`config.mk`:
```
export PLATFORM = sky130hd
export DESIGN_NAME = cpu_fetch
export DESIGN_NICKNAME = d
export VERILOG_FILES = /design/src/rtl/cpu_fetch_pkg.sv /design/src/rtl/cpu_fetch_pc.sv /design/src/rtl/cpu_fetch.sv
export SDC_FILE = /design/constraint.sdc
export NUM_CORES = 1
export LEC_CHECK = 0
export BUFFER_PORTS_ARGS = -buffer_cell sky130_fd_sc_hd__clkbuf_2
export CAP_MARGIN = 10
export CORE_MARGIN = 10
export CORE_UTILIZATION = 38
export DETAILED_ROUTE_END_ITERATION = 8
export PLACE_DENSITY = 0.75
export SYNTH_ARGS = -nofsm -noshare
export SYNTH_HDL_FRONTEND = slang
export SYNTH_HIERARCHICAL = 1
export SYNTH_SLANG_ARGS = --single-unit
export TNS_END_PERCENT = 1
```
`constraint.sdc`:
```
create_clock -name clk -period 1.05 [get_ports clk]
set_input_delay 0.21 -clock clk [delete_from_list [all_inputs] [get_ports clk]]
set_output_delay 0.21 -clock clk [all_outputs]
set_load 0.1 [all_outputs]
```
`src/rtl/cpu_fetch_pkg.sv`:
```
// Shared constants for the fetch datapath: control-word bit masks, IR field
// positions and the decoded micro-operation view of a control word.
package cpu_fetch_pkg;

    localparam int unsigned CTRL_W = 15;

    // Control-word masks (one bit per micro-operation; bits 7:0 are unused here)
    localparam logic [CTRL_W-1:0] CTRL_C  = 15'h4000;  // increment PC
    localparam logic [CTRL_W-1:0] CTRL_EP = 15'h2000;  // PC onto bus
    localparam logic [CTRL_W-1:0] CTRL_LM = 15'h1000;  // load MAR from bus
    localparam logic [CTRL_W-1:0] CTRL_EM = 15'h0800;  // memory onto bus
    localparam logic [CTRL_W-1:0] CTRL_LI = 15'h0400;  // load IR from bus
    localparam logic [CTRL_W-1:0] CTRL_EI = 15'h0200;  // IR operand onto bus
    localparam logic [CTRL_W-1:0] CTRL_LP = 15'h0100;  // load PC from bus

    // IR field positions, shared with the control unit
    localparam int unsigned IR_OPCODE_MSB  = 7;
    localparam int unsigned IR_OPCODE_LSB  = 4;
    localparam int unsigned IR_OPERAND_MSB = 3;
    localparam int unsigned IR_OPERAND_LSB = 0;

    typedef struct packed {
        logic c;
        logic ep;
        logic lm;
        logic em;
        logic li;
        logic ei;
        logic lp;
    } uops_t;

    // Which source this block places on the shared bus
    typedef enum logic [1:0] {
        SRC_NONE    = 2'd0,
        SRC_PC      = 2'd1,
        SRC_OPERAND = 2'd2,
        SRC_MEM     = 2'd3
    } bus_src_e;

    function automatic uops_t decode_uops(input logic [CTRL_W-1:0] cw);
        uops_t u;
        u.c  = |(cw & CTRL_C);
        u.ep = |(cw & CTRL_EP);
        u.lm = |(cw & CTRL_LM);
        u.em = |(cw & CTRL_EM);
        u.li = |(cw & CTRL_LI);
        u.ei = |(cw & CTRL_EI);
        u.lp = |(cw & CTRL_LP);
        return u;
    endfunction

    // True when more than one bus driver is requested at once
    function automatic logic bus_conflict(input uops_t u);
        return (u.em & u.ei) | (u.em & u.ep) | (u.ei & u.ep);
    endfunction

endpackage

```
`src/rtl/cpu_fetch_pc.sv`:
```
// Program counter: loadable, incrementing, wraps modulo 2^ADDR_W.
// Load takes priority over increment when both are requested.
module cpu_fetch_pc #(
    parameter int unsigned ADDR_W = 4
) (
    input  logic              clk_i,
    input  logic              rst_ni,
    input  logic              load_i,
    input  logic              inc_i,
    input  logic [ADDR_W-1:0] load_val_i,
    output logic [ADDR_W-1:0] pc_o
);

    logic [ADDR_W-1:0] pc_q;
    logic [ADDR_W-1:0] pc_d;

    // Next PC: load wins over increment, otherwise hold
    always_comb begin
        pc_d = pc_q;
        if (load_i) begin
            pc_d = load_val_i;
        end else if (inc_i) begin
            pc_d = pc_q + ADDR_W'(1);
        end
    end

    // PC register
    always_ff @(posedge clk_i or negedge rst_ni) begin
        if (!rst_ni) begin
            pc_q <= '0;
        end else begin
            pc_q <= pc_d;
        end
    end

    assign pc_o = pc_q;

endmodule

```
`src/rtl/cpu_fetch.sv`:
```
// Fetch-side datapath: PC, MAR and IR, executing the fetch/jump
// micro-operations selected by the control word. Pure register/micro-op
// executor; T-state sequencing lives in the control unit.
// Optional build macro: BUS_CONFLICT_CHECK_EN (sticky multiple-driver flag).
module cpu_fetch
    import cpu_fetch_pkg::*;
#(
    parameter int unsigned ADDR_W = 4,
    parameter int unsigned DATA_W = 8,
    parameter int unsigned ICNT_W = 8
) (
    input  logic              clk,
    input  logic              rst,
    input  logic [CTRL_W-1:0] control_lines,
    input  logic [DATA_W-1:0] bus_in,
    output logic [DATA_W-1:0] bus_out,
    output logic              bus_drive,
    output logic [ADDR_W-1:0] mem_addr,
    output logic              mem_rd,
    input  logic [DATA_W-1:0] mem_data,
    output logic [3:0]        reg_ir,
    output logic [3:0]        operand,
    output logic [ADDR_W-1:0] pc,
    output logic [ICNT_W-1:0] icount,
    output logic              bus_err
);

    uops_t             uop;
    bus_src_e          bus_src;
    logic [ADDR_W-1:0] pc_val;
    logic [ADDR_W-1:0] mar_q, mar_d;
    logic [DATA_W-1:0] ir_q, ir_d;
    logic [ICNT_W-1:0] icnt_q, icnt_d;
    logic              unused_ctrl;

    assign uop         = decode_uops(control_lines);
    assign unused_ctrl = ^control_lines[7:0];

    cpu_fetch_pc #(
        .ADDR_W (ADDR_W)
    ) u_pc (
        .clk_i      (clk),
        .rst_ni     (rst),
        .load_i     (uop.lp),
        .inc_i      (uop.c),
        .load_val_i (bus_in[ADDR_W-1:0]),
        .pc_o       (pc_val)
    );

    // Bus source select with fixed priority EM > EI > EP
    always_comb begin
        bus_src = SRC_NONE;
        if (uop.em) begin
            bus_src = SRC_MEM;
        end else if (uop.ei) begin
            bus_src = SRC_OPERAND;
        end else if (uop.ep) begin
            bus_src = SRC_PC;
        end
    end

    // Bus output value for the selected source
    always_comb begin
        bus_out = '0;
        unique case (bus_src)
            SRC_MEM:     bus_out = mem_data;
            SRC_OPERAND: bus_out = DATA_W'(ir_q[IR_OPERAND_MSB:IR_OPERAND_LSB]);
            SRC_PC:      bus_out = DATA_W'(pc_val);
            default:     bus_out = '0;
        endcase
    end

    assign bus_drive = (bus_src != SRC_NONE);

    // Next-state for MAR, IR and the fetched-instruction counter
    always_comb begin
        mar_d  = mar_q;
        ir_d   = ir_q;
        icnt_d = icnt_q;
        if (uop.lm) begin
            mar_d = bus_in[ADDR_W-1:0];
        end
        if (uop.li) begin
            ir_d   = bus_in;
            icnt_d = icnt_q + ICNT_W'(1);
        end
    end

    // MAR / IR / counter registers
    always_ff @(posedge clk or negedge rst) begin
        if (!rst) begin
            mar_q  <= '0;
            ir_q   <= '0;
            icnt_q <= '0;
        end else begin
            mar_q  <= mar_d;
            ir_q   <= ir_d;
            icnt_q <= icnt_d;
        end
    end

    assign mem_addr = mar_q;
    assign mem_rd   = uop.em;
    assign reg_ir   = ir_q[IR_OPCODE_MSB:IR_OPCODE_LSB];
    assign operand  = ir_q[IR_OPERAND_MSB:IR_OPERAND_LSB];
    assign pc       = pc_val;
    assign icount   = icnt_q;

`ifdef BUS_CONFLICT_CHECK_EN
    logic bus_err_q;

    // Sticky flag: set on any edge with more than one bus driver requested
    always_ff @(posedge clk or negedge rst) begin
        if (!rst) begin
            bus_err_q <= 1'b0;
        end else if (bus_conflict(uop)) begin
            bus_err_q <= 1'b1;
        end
    end

    assign bus_err = bus_err_q;

`ifndef SYNTHESIS
    // Simulation-only warning on each conflicting edge
    always @(posedge clk) begin
        if (rst && bus_conflict(uop)) begin
            $display("cpu_fetch warning: bus conflict pc=%0h control=%h", pc_val, control_lines);
        end
    end
`endif
`else
    assign bus_err = 1'b0;
`endif

endmodule
```
# After elaboration in Yosys (flattened, before gate mapping)
# Cells that the tools add are included.
# Widths: inputs -> output; s select.
# word_totals
register_bits	24
in_bits	33
elab_cells	17
output_inout_bits	35
# classes
n_reduce_logical	2
eq_ne	3
addsub	2
mux	6
# op_table
operator	n
$pmux 8 s3	1
$add 8x1->8 const B	1
$mux 4	2
$add 4x1->4 const B	1
$eq 2x2->1 const B	2
$mux 2	2
$reduce_bool 2->1	2
$eq 2x1->1 const B	1
$mux 1	1

# Longest topological paths before layout
# Gate-level depths: netlist (run 1).
# logic_depth
word_depth	5
depth_mapped	4
ltp_nobuf	4

# Cells and area by module
# The synthesis (run 1) kept the hierarchy.
# modules_own_cells
mod	seq_area_each_um2	cells_each	n_inst	area_each_um2
cpu_fetch	500.5	73	1	914.6
cpu_fetch_pc	100.1	18	1	202.7

# Worst setup path after synthesis (run 1)
# No wires, ideal clock.
# synth_timing
kind	register -> output
from	register u_pc.pc_q[0], in the netlist u_pc/pc_o[0]
to	output port bus_out[0]
n_path_buf	0
path_slack_ns	-1.818
required_time_ns	0.840
stages_incl_launch_ff	3
arrival_time_ns	2.658
cell_sequence	dfrtp_1 -> a221oi_1 -> a21oi_1
# synth_via
elab_chain_cells	1
# synth_rtl
item	line	source
from (decl)	cpu_fetch_pc.sv:14	logic [ADDR_W-1:0] pc_q;
from (signal assigned)	cpu_fetch_pc.sv:32	pc_q <= pc_d;
$pmux 8 s3	cpu_fetch.sv:65	unique case (bus_src)
to (decl)	cpu_fetch.sv:16	output logic [DATA_W-1:0] bus_out,
# No other way between the ends.

# Worst setup path after layout (run 1)
# layout_timing
from	register ir_q[2]
to	output port bus_out[2]
# layout_via
elab_chain_cells	1
# layout_rtl
item	line	source
from (decl)	cpu_fetch.sv:32	logic [DATA_W-1:0] ir_q, ir_d;
from (signal assigned)	cpu_fetch.sv:97	ir_q <= ir_d;
$pmux 8 s3	cpu_fetch.sv:65	
# No other way between the ends.

==> results of run 1 <==
-- layout make-up --
cell class | count | area [um2]
Timing Repair Buffer | 82 | 1041
Sequential cell | 24 | 638.1
Multi-Input combinational cell | 59 | 629.4
Fill cell | 135 | 392.9
Tap cell | 31 | 38.79
Clock buffer | 4 | 26.28
Inverter | 4 | 15.01
-- what timing repair did --
action	CTS	global route
hold buffers	1	0
pin swaps	4	1
endpoints found under the hold margin	24	0
setup endpoints to repair	35	38
gates resized for setup	17	4
-- cell usage in the layout, fill, tap and decap left out, types with 2 or more instances in the layout --
cell type	count
xor2_1	4
buf_4	10
mux2_2	14
dfrtp_1	10
xnor2_1	6
nand4_1	2
clkbuf_2	24
o21ai_1	3
dfrtp_2	6
dfrtp_4	8
a21oi_4	4
buf_12	35
inv_1	4
buf_6	12
nand4_2	2
ha_4	2
and2_2	3
a221oi_4	4
clkbuf_4	3
nand2_1	7
-- stage by stage --
stage / setup slack (ps) / total power, mW / area (um2) / hold slack, ps
global placement: -251.9 / 4.855 / 2253 / 225.6
global route: -593.6 / 5.705 / 2389 / 121.6
floorplan: -458.6 / 3.437 / 1256 / -85.59
CTS: -556.1 / 5.468 / 2371 / 100.6
detailed placement: -278.2 / 4.955 / 2253 / 239.2
finish: -536.8 / 5.496 / 2389 / 104.5
-- cells by family after synthesis --
logic type	Yosys count	share of synthesized area, %
other	1	0.3356
buffers and inverters	8	3.695
flip-flops	24	53.75
multiplexers	15	15.01
AO/OA/AOI/OAI	11	6.270
AND/OR/NAND/NOR	20	10.86
adder cells (fa/ha/maj)	2	2.239
XOR/XNOR	10	7.838
-- sequential cells by signal, indices dropped and copies added (netlist names) --
signal,count
icount,8
ir_q,8
u_pc/pc_o,4
mem_addr,4
-- worst max path at each step --
stage,start,end,slack [ps],depth (start not counted)
2_1_floorplan,u_pc/pc_o[0],bus_out[0],-460,2
6_report,ir_q[2],bus_out[2],-540,3
4_1_cts,ir_q[2],bus_out[2],-560,3
3_5_place_dp,control_lines[9],bus_out[3],-280,5
5_1_grt,ir_q[2],bus_out[2],-590,3
3_3_place_gp,control_lines[9],bus_out[2],-250,5
-- worst max-delay path: stages (launching register included) --
cell	delay (ps)
dfrtp_4	510
a221oi_4	310
a21oi_4	60
buf_12	170
-- routing by layer --
metal  part of all wire, %  vias up  wire length (um)
met4                   1.8        0                66
met3                    13        7               469
li1                      -      478                 -
met1                    35      478              1315
met2                    50       52              1876
met5                     0        -                 0
-- where the power goes --
part / internal, mW / switching [mW]
registers: 1.17 / 0.311
logic: 1.40 / 2.21
clock network: 0.149 / 0.262
==> run summary, run 1 <==
In this run, the number of DRC markers left after iteration 0 of detailed routing was 20. Sort of element at the end of the critical path: a primary output. For the net count after synthesis, the log shows 126. Across the VDD grid, the largest voltage drop is 3.654 mV. The count of buffers added on input and output ports is 58. After detailed routing, the number of vias per cell comes to 4.975. The share of flip-flops with an asynchronous set or reset is 100.0%. For the worst-skew pair, the clock arrives at the later sink with an insertion delay of 320 ps. The number of diodes added for antenna fixing came out at 0.

The primary flip-flop cell chosen by synthesis mapping was dfrtp_1. TritonCTS built the clock tree. Clock-pin slew was measured on the worst setup and hold paths at 130 ps. Once the floorplan was initialized, standard cells occupied 40.17% of the core. The logs give 25 for the pin count of the biggest net entering global routing and 1380 ps for the signal arrival time at the worst endpoint.

The total power per unit cell area works out to 2301 nW/um2. The logs give 16.96 ps for the worst clock skew and 1015 for the overall via count from detail_route. Kind of start point of the critical path: a register.

The count of boundary I/O pins is 68, and the setup TNS is -6809 ps. The logic depth of the worst register-to-register path is 4. Setup repair after global routing could not meet its margin everywhere. Leading area contributor after synthesis: dfrtp_1. Setup violations remaining at the end of the flow were counted as 33. The layout-stage area growth over the synthesis result is 113.8%. Counting instances in the post-synthesis netlist gives the leading cell types as 24 x dfrtp_1, 14 x mux2_2, 7 x nand2_1, 6 x xnor2_1. The end point of the most critical hold path was u_pc/pc_o[2]. The average detailed-routed wire length per instance was 18.27 um.

For the critical path required time, the log shows 840 ps. The fmax is 630.2 MHz. The number of placed instances, taps included, is 199.

By startpoint and endpoint, the worst setup path is classified as register to primary output. The wire length of the first global-routing pass was 5934 um; the detailed-router iteration count before antenna repair was 2. The number of flops mapped to enable cells by yosys works out to 0. For this design, the sink count on the clock tree is 24. For met3 alone, demand over resource in global routing was 5.718%.

In the global route stage, met1 resource usage came out at 13.81%. The number of max-slew violations in the final report is 0. By instance count, the leading cell after synthesis is dfrtp_1. The tools report the yosys synthesis warning count as 6. In this run the critical register-to-register path is launched from u_pc/pc_o[1].

The hold violation count in the final report came out at 0. Of the synthesized area, sequential elements account for 53.75%. The number of library cell types mapped by synthesis was 22. The number of antenna violations at the first check in global routing was 0. The endpoint identified for the worst register-to-register timing path is u_pc/pc_o[3]. The run gives 13.77% as the overall fraction of global-route tracks in use.

In the final design database the tool counted 209 nets. The headroom to the max-slew limit came out at 60.68%. The utilization after layout is 85.87%.

Subtracting the final worst setup slack from the clock period gives 1587 ps. The run gives 0 as the post-CTS setup buffer count. The final critical path takes up 151.1% of the cycle. Post-route worst setup slack: -536.8 ps.

In this run the cell area of the synthesized design comes to 1117 um2. Total number of H-tree levels: 1. The checks that failed: negative setup slack.

CTS placed an instance of clkbuf_4 at the clock tree root. The deepest clock path buffer count was 2; the number of global-route vias before repair was 1169. Summed over all nets, the half-perimeter wirelength after detailed placement is 3094 um. The die height is 74.23 um.

The peak fanout along the critical path works out to 2. In this run the register-to-register setup slack is -150 ps. The placer's final routability congestion estimate is 0.7336.

met2 is the most crowded layer. Global routing consumed, on the met2 layer, 24.91% of the routing resources. Number of flip-flops and latches in the synthesized netlist: 24. For the floorplan die area, the log shows 5509 um2. Cells with a size suffix above 1 make up 75.72% of the layout. For the pin with the worst max-slew slack, the measured transition is 589.7 ps. The finished layout holds 204 standard cells, fillers aside. After global routing the overflow that remains totals 0. In this run the biggest area consumer among cell types represents 53.75% of the synthesized area. The class of the most critical hold timing path was primary input to register. The tools report the static power due to leakage as 1.066 nW.

The run gives 3728 um as the wire length reported by the detailed router. The hold path depth works out to 3. The die is 74.23 um wide.

Ranked by total cell area, the synthesized netlist is headed by dfrtp_1 54%, mux2_2 14%, xnor2_1 4.7%. Start point of the worst min-delay path: bus_in[2]. The number of clock buffers inserted by TritonCTS was 3; the detailed-route DRC error count was 0. The run finished, with violations left. The average instance in the mapped netlist occupies 12.28 um2. Row generation in the floorplan step produced 19 rows. The floorplan step defined a core boundary enclosing 2781 um2. The residual antenna-violating net count after detailed routing came out at 0. The max-cap check violation count is 0, and the post-synthesis instance total is 91.
(Power assumes the default switching activity.)
==> inputs of run 2 (changes only) <==
CTS_BUF_LIST = sky130_fd_sc_hd__clkbuf_8 sky130_fd_sc_hd__clkbuf_16   (was not set)
==> run summary, run 2 (synthesis results as in run 1) <==
The number of global-route vias before repair is 1171, and the post-CTS setup buffer count is 0. The worst hold path terminates at u_pc/pc_o[2]. At the worst endpoint, the required time is 840 ps.

The total power per unit cell area was 2338 nW/um2. The first routing iteration left 17 violations. On the final layout, the worst clock skew is 10.82 ps. The setup slack of the worst register-to-register path is -140 ps. The met3 wirelength from detailed routing is 469 um. Detailed routing inserted a total of 1035 vias.

In this run the worst path has a maximum fanout of 2. Detailed-route DRC error count: 0. Counting the buffers created by CTS gives 3. In this run the tightest slew margin relative to its limit is 61.22%.

In this run, the combinational gates consume 64.1% of the power. The worst setup path is launched from a register. Summing all non-filler instances in the final layout gives an area of 2420 um2. The tools report the reported net switching power as 2.819 mW.

Clock latency on the worst-skew pair, taken at its later pin, is 270 ps. Setup repair after global routing could not meet its margin everywhere. The ratio of cells with drive above 1 in the final layout works out to 76.30%. For this run, the number of standard cells in the final layout without fillers is 204.

The detailed router put a total of 1327 um of wire on met1. Class of the most critical hold timing path: primary input to register. Buffers placed on the I/O ports in this run total 58.

Once placement completed, the tool counted placed cells totaling 199. The hold violation count in the final report is 0, and the number of buffer and inverter stages on the critical path is 1. The layout-stage area growth over the synthesis result was 116.6%. The delay of the slowest cell on the worst path works out to 500 ps. The tools report the residual antenna-violating net count after detailed routing as 0. The family with the most delay on the worst path is flip-flops. The ratio of routed vias to standard cells works out to 5.074. The starting density of the core is 40.17%, and the final hold slack is 170.2 ps. Post-route worst setup slack: -479.2 ps.

The wire length of the first global-routing pass was 5996 um; the measured slew at the worst slew-check pin was 581.6 ps. During I/O placement, the number of pins put on the boundary was 68. The logs give 1320 ps for the signal arrival time at the worst endpoint and 2253 um2 for the area after detailed placement. Of the total power, the clock network draws 9.5%.

Registers take 638.1 um2. The tools report the number of endpoints failing setup at the final stage as 34. The floorplan has 19 rows. The internal power of the cells was 2.838 mW. In this run switching power makes up 49.83% of total power.

The area occupied by multi-input gates is 634.4 um2, and the die width is 74.23 um. Walking the worst path, the cells encountered are a221oi_4, a21oi_4, buf_12. The worst hold path begins at bus_in[2].

The worst setup path is captured at a primary output. For this run, the detailed router's first-pass iteration total came to 4. The shortest clock period the worst path allows after layout works out to 1529 ps. TritonCTS built the clock tree.

Dividing the final minimum period by the clock period gives 145.6%. Max-cap violations in this run came to 0. The clock passes through at most 2 buffers. The run finished, with violations left. The most frequent standard cell in the layout excluding fill and tap cells was buf_12. CTS saw 24 sinks. Summed over all layers, the global routing overflow is 0. The checks that failed: negative setup slack. The die covers 5509 um2. The number of antenna violations at the first check in global routing was 0. Dividing the detail-routed wire length by the instance count gives 18.98 um. The number of antenna diodes in the final layout is 0. Derived from the worst setup path, the maximum achievable clock frequency is 653.9 MHz. The wire-length estimate of the detail-placed layout is 3094 um. The worst register-to-register path ends at u_pc/pc_o[3]. The filler cells instantiated in the layout total 126. The worst-case IR drop observed on VDD is 3.660 mV. Library cell contributing the largest single delay on the critical path: dfrtp_4. In the final design database the tool counted 209 nets. Clock tree synthesis selected as its root buffer the cell clkbuf_8. Clock-pin slew was measured on the worst setup and hold paths at 80 ps.

The hold path depth was 3. The run gives 3871 um as the wire length reported by the detailed router. The logs give 1 for the total number of H-tree levels and 25 for the pin count of the biggest net entering global routing. The top routing layer in use is met4.

Type of the worst setup path: register to primary output. The logic depth of the worst register-to-register path is 4. Routability-driven placement finished with a final weighted congestion of 0.7336. The die is 74.23 um tall.

The static power due to leakage was 1.078 nW. In this run, flip-flops and latches consume 26.3% of the power. In this run the standard cell core region covers 2781 um2. In this run the critical register-to-register path is launched from u_pc/pc_o[1]. After layout, the design draws a total of 5.658 mW. For the wire length on met2, the log shows 2009 um. The overall fraction of global-route tracks in use is 13.99%. The tools report the number of max-slew violations in the final report as 0.

In the layout the commonest cells are 35 x buf_12, 24 x clkbuf_2, 14 x mux2_2, 14 x buf_6, 10 x dfrtp_1.
==> run 2: cell types whose count changed in the layout (fill, tap and decap cells not counted), sizes merged <==
| cell | delta |
|---|---|
| clkbuf | -1 |
| inv | +1 |
==> run 2: timing repair <==
action                     CTS  global route
resized for setup           17             6
setup endpoints to repair   35            38
pin swaps                    3             2
hold endpoints to repair    24             0
hold buffers                 1             0
==> run 2: worst max-delay path by stage <==
stage / from / to / slack (ps) / depth (start not counted)
after floorplan: u_pc/pc_o[0] / bus_out[0] / -460 / 2
after global placement: control_lines[9] / bus_out[2] / -250 / 5
after detailed placement: control_lines[9] / bus_out[3] / -280 / 5
after CTS: ir_q[2] / bus_out[2] / -480 / 3
after global routing: ir_q[2] / bus_out[2] / -520 / 3
final: ir_q[2] / bus_out[2] / -480 / 3
==> run 2: area by class of cell <==
| class | count | share of cell area [%] |
|---|---|---|
| clock buffer | 3 | 1.706 |
| clock inverter | 1 | 0.1551 |
| inverter | 4 | 0.6205 |
| multi-input combinational | 59 | 26.22 |
| sequential | 24 | 26.37 |
| tap | 31 | 1.603 |
| timing repair buffer | 82 | 43.33 |
==> run 2: through the flow <==
step / setup TNS [ps] / utilization (%) / worst slack (ps)
after CTS: -5265 / 85.92 / -484.2
after floorplan: -7624 / - / -458.6
after global routing: -6186 / 87.00 / -521.6
final: -5034 / 87.00 / -479.2
after global placement: -1388 / 81.02 / -251.9
after detailed placement: -1600 / 81.02 / -278.2
==> run 2: layer usage <==
layer  up-vias  track usage (%)
met5         -                0
met4         0            5.081
met3         7            6.383
met2        56            25.57
met1       492            13.50
li1        480                -
==> run 2: power by group through the flow <==
| stage | clock [mW] | combinational, mW | sequential [mW] |
|---|---|---|---|
| 6_report | 0.538 | 3.63 | 1.49 |
| 5_1_grt | 0.587 | 3.75 | 1.52 |
| 4_1_cts | 0.554 | 3.58 | 1.45 |
| 3_5_place_dp | 0 | 3.51 | 1.45 |
| 3_3_place_gp | 0 | 3.43 | 1.42 |
| 2_1_floorplan | 0 | 0.599 | 2.84 |
==> run 2: tightest hold or removal path, stage by stage <==
cell and delay (ps):
clkbuf_2 100, nand2_1 50, o21ai_1 50
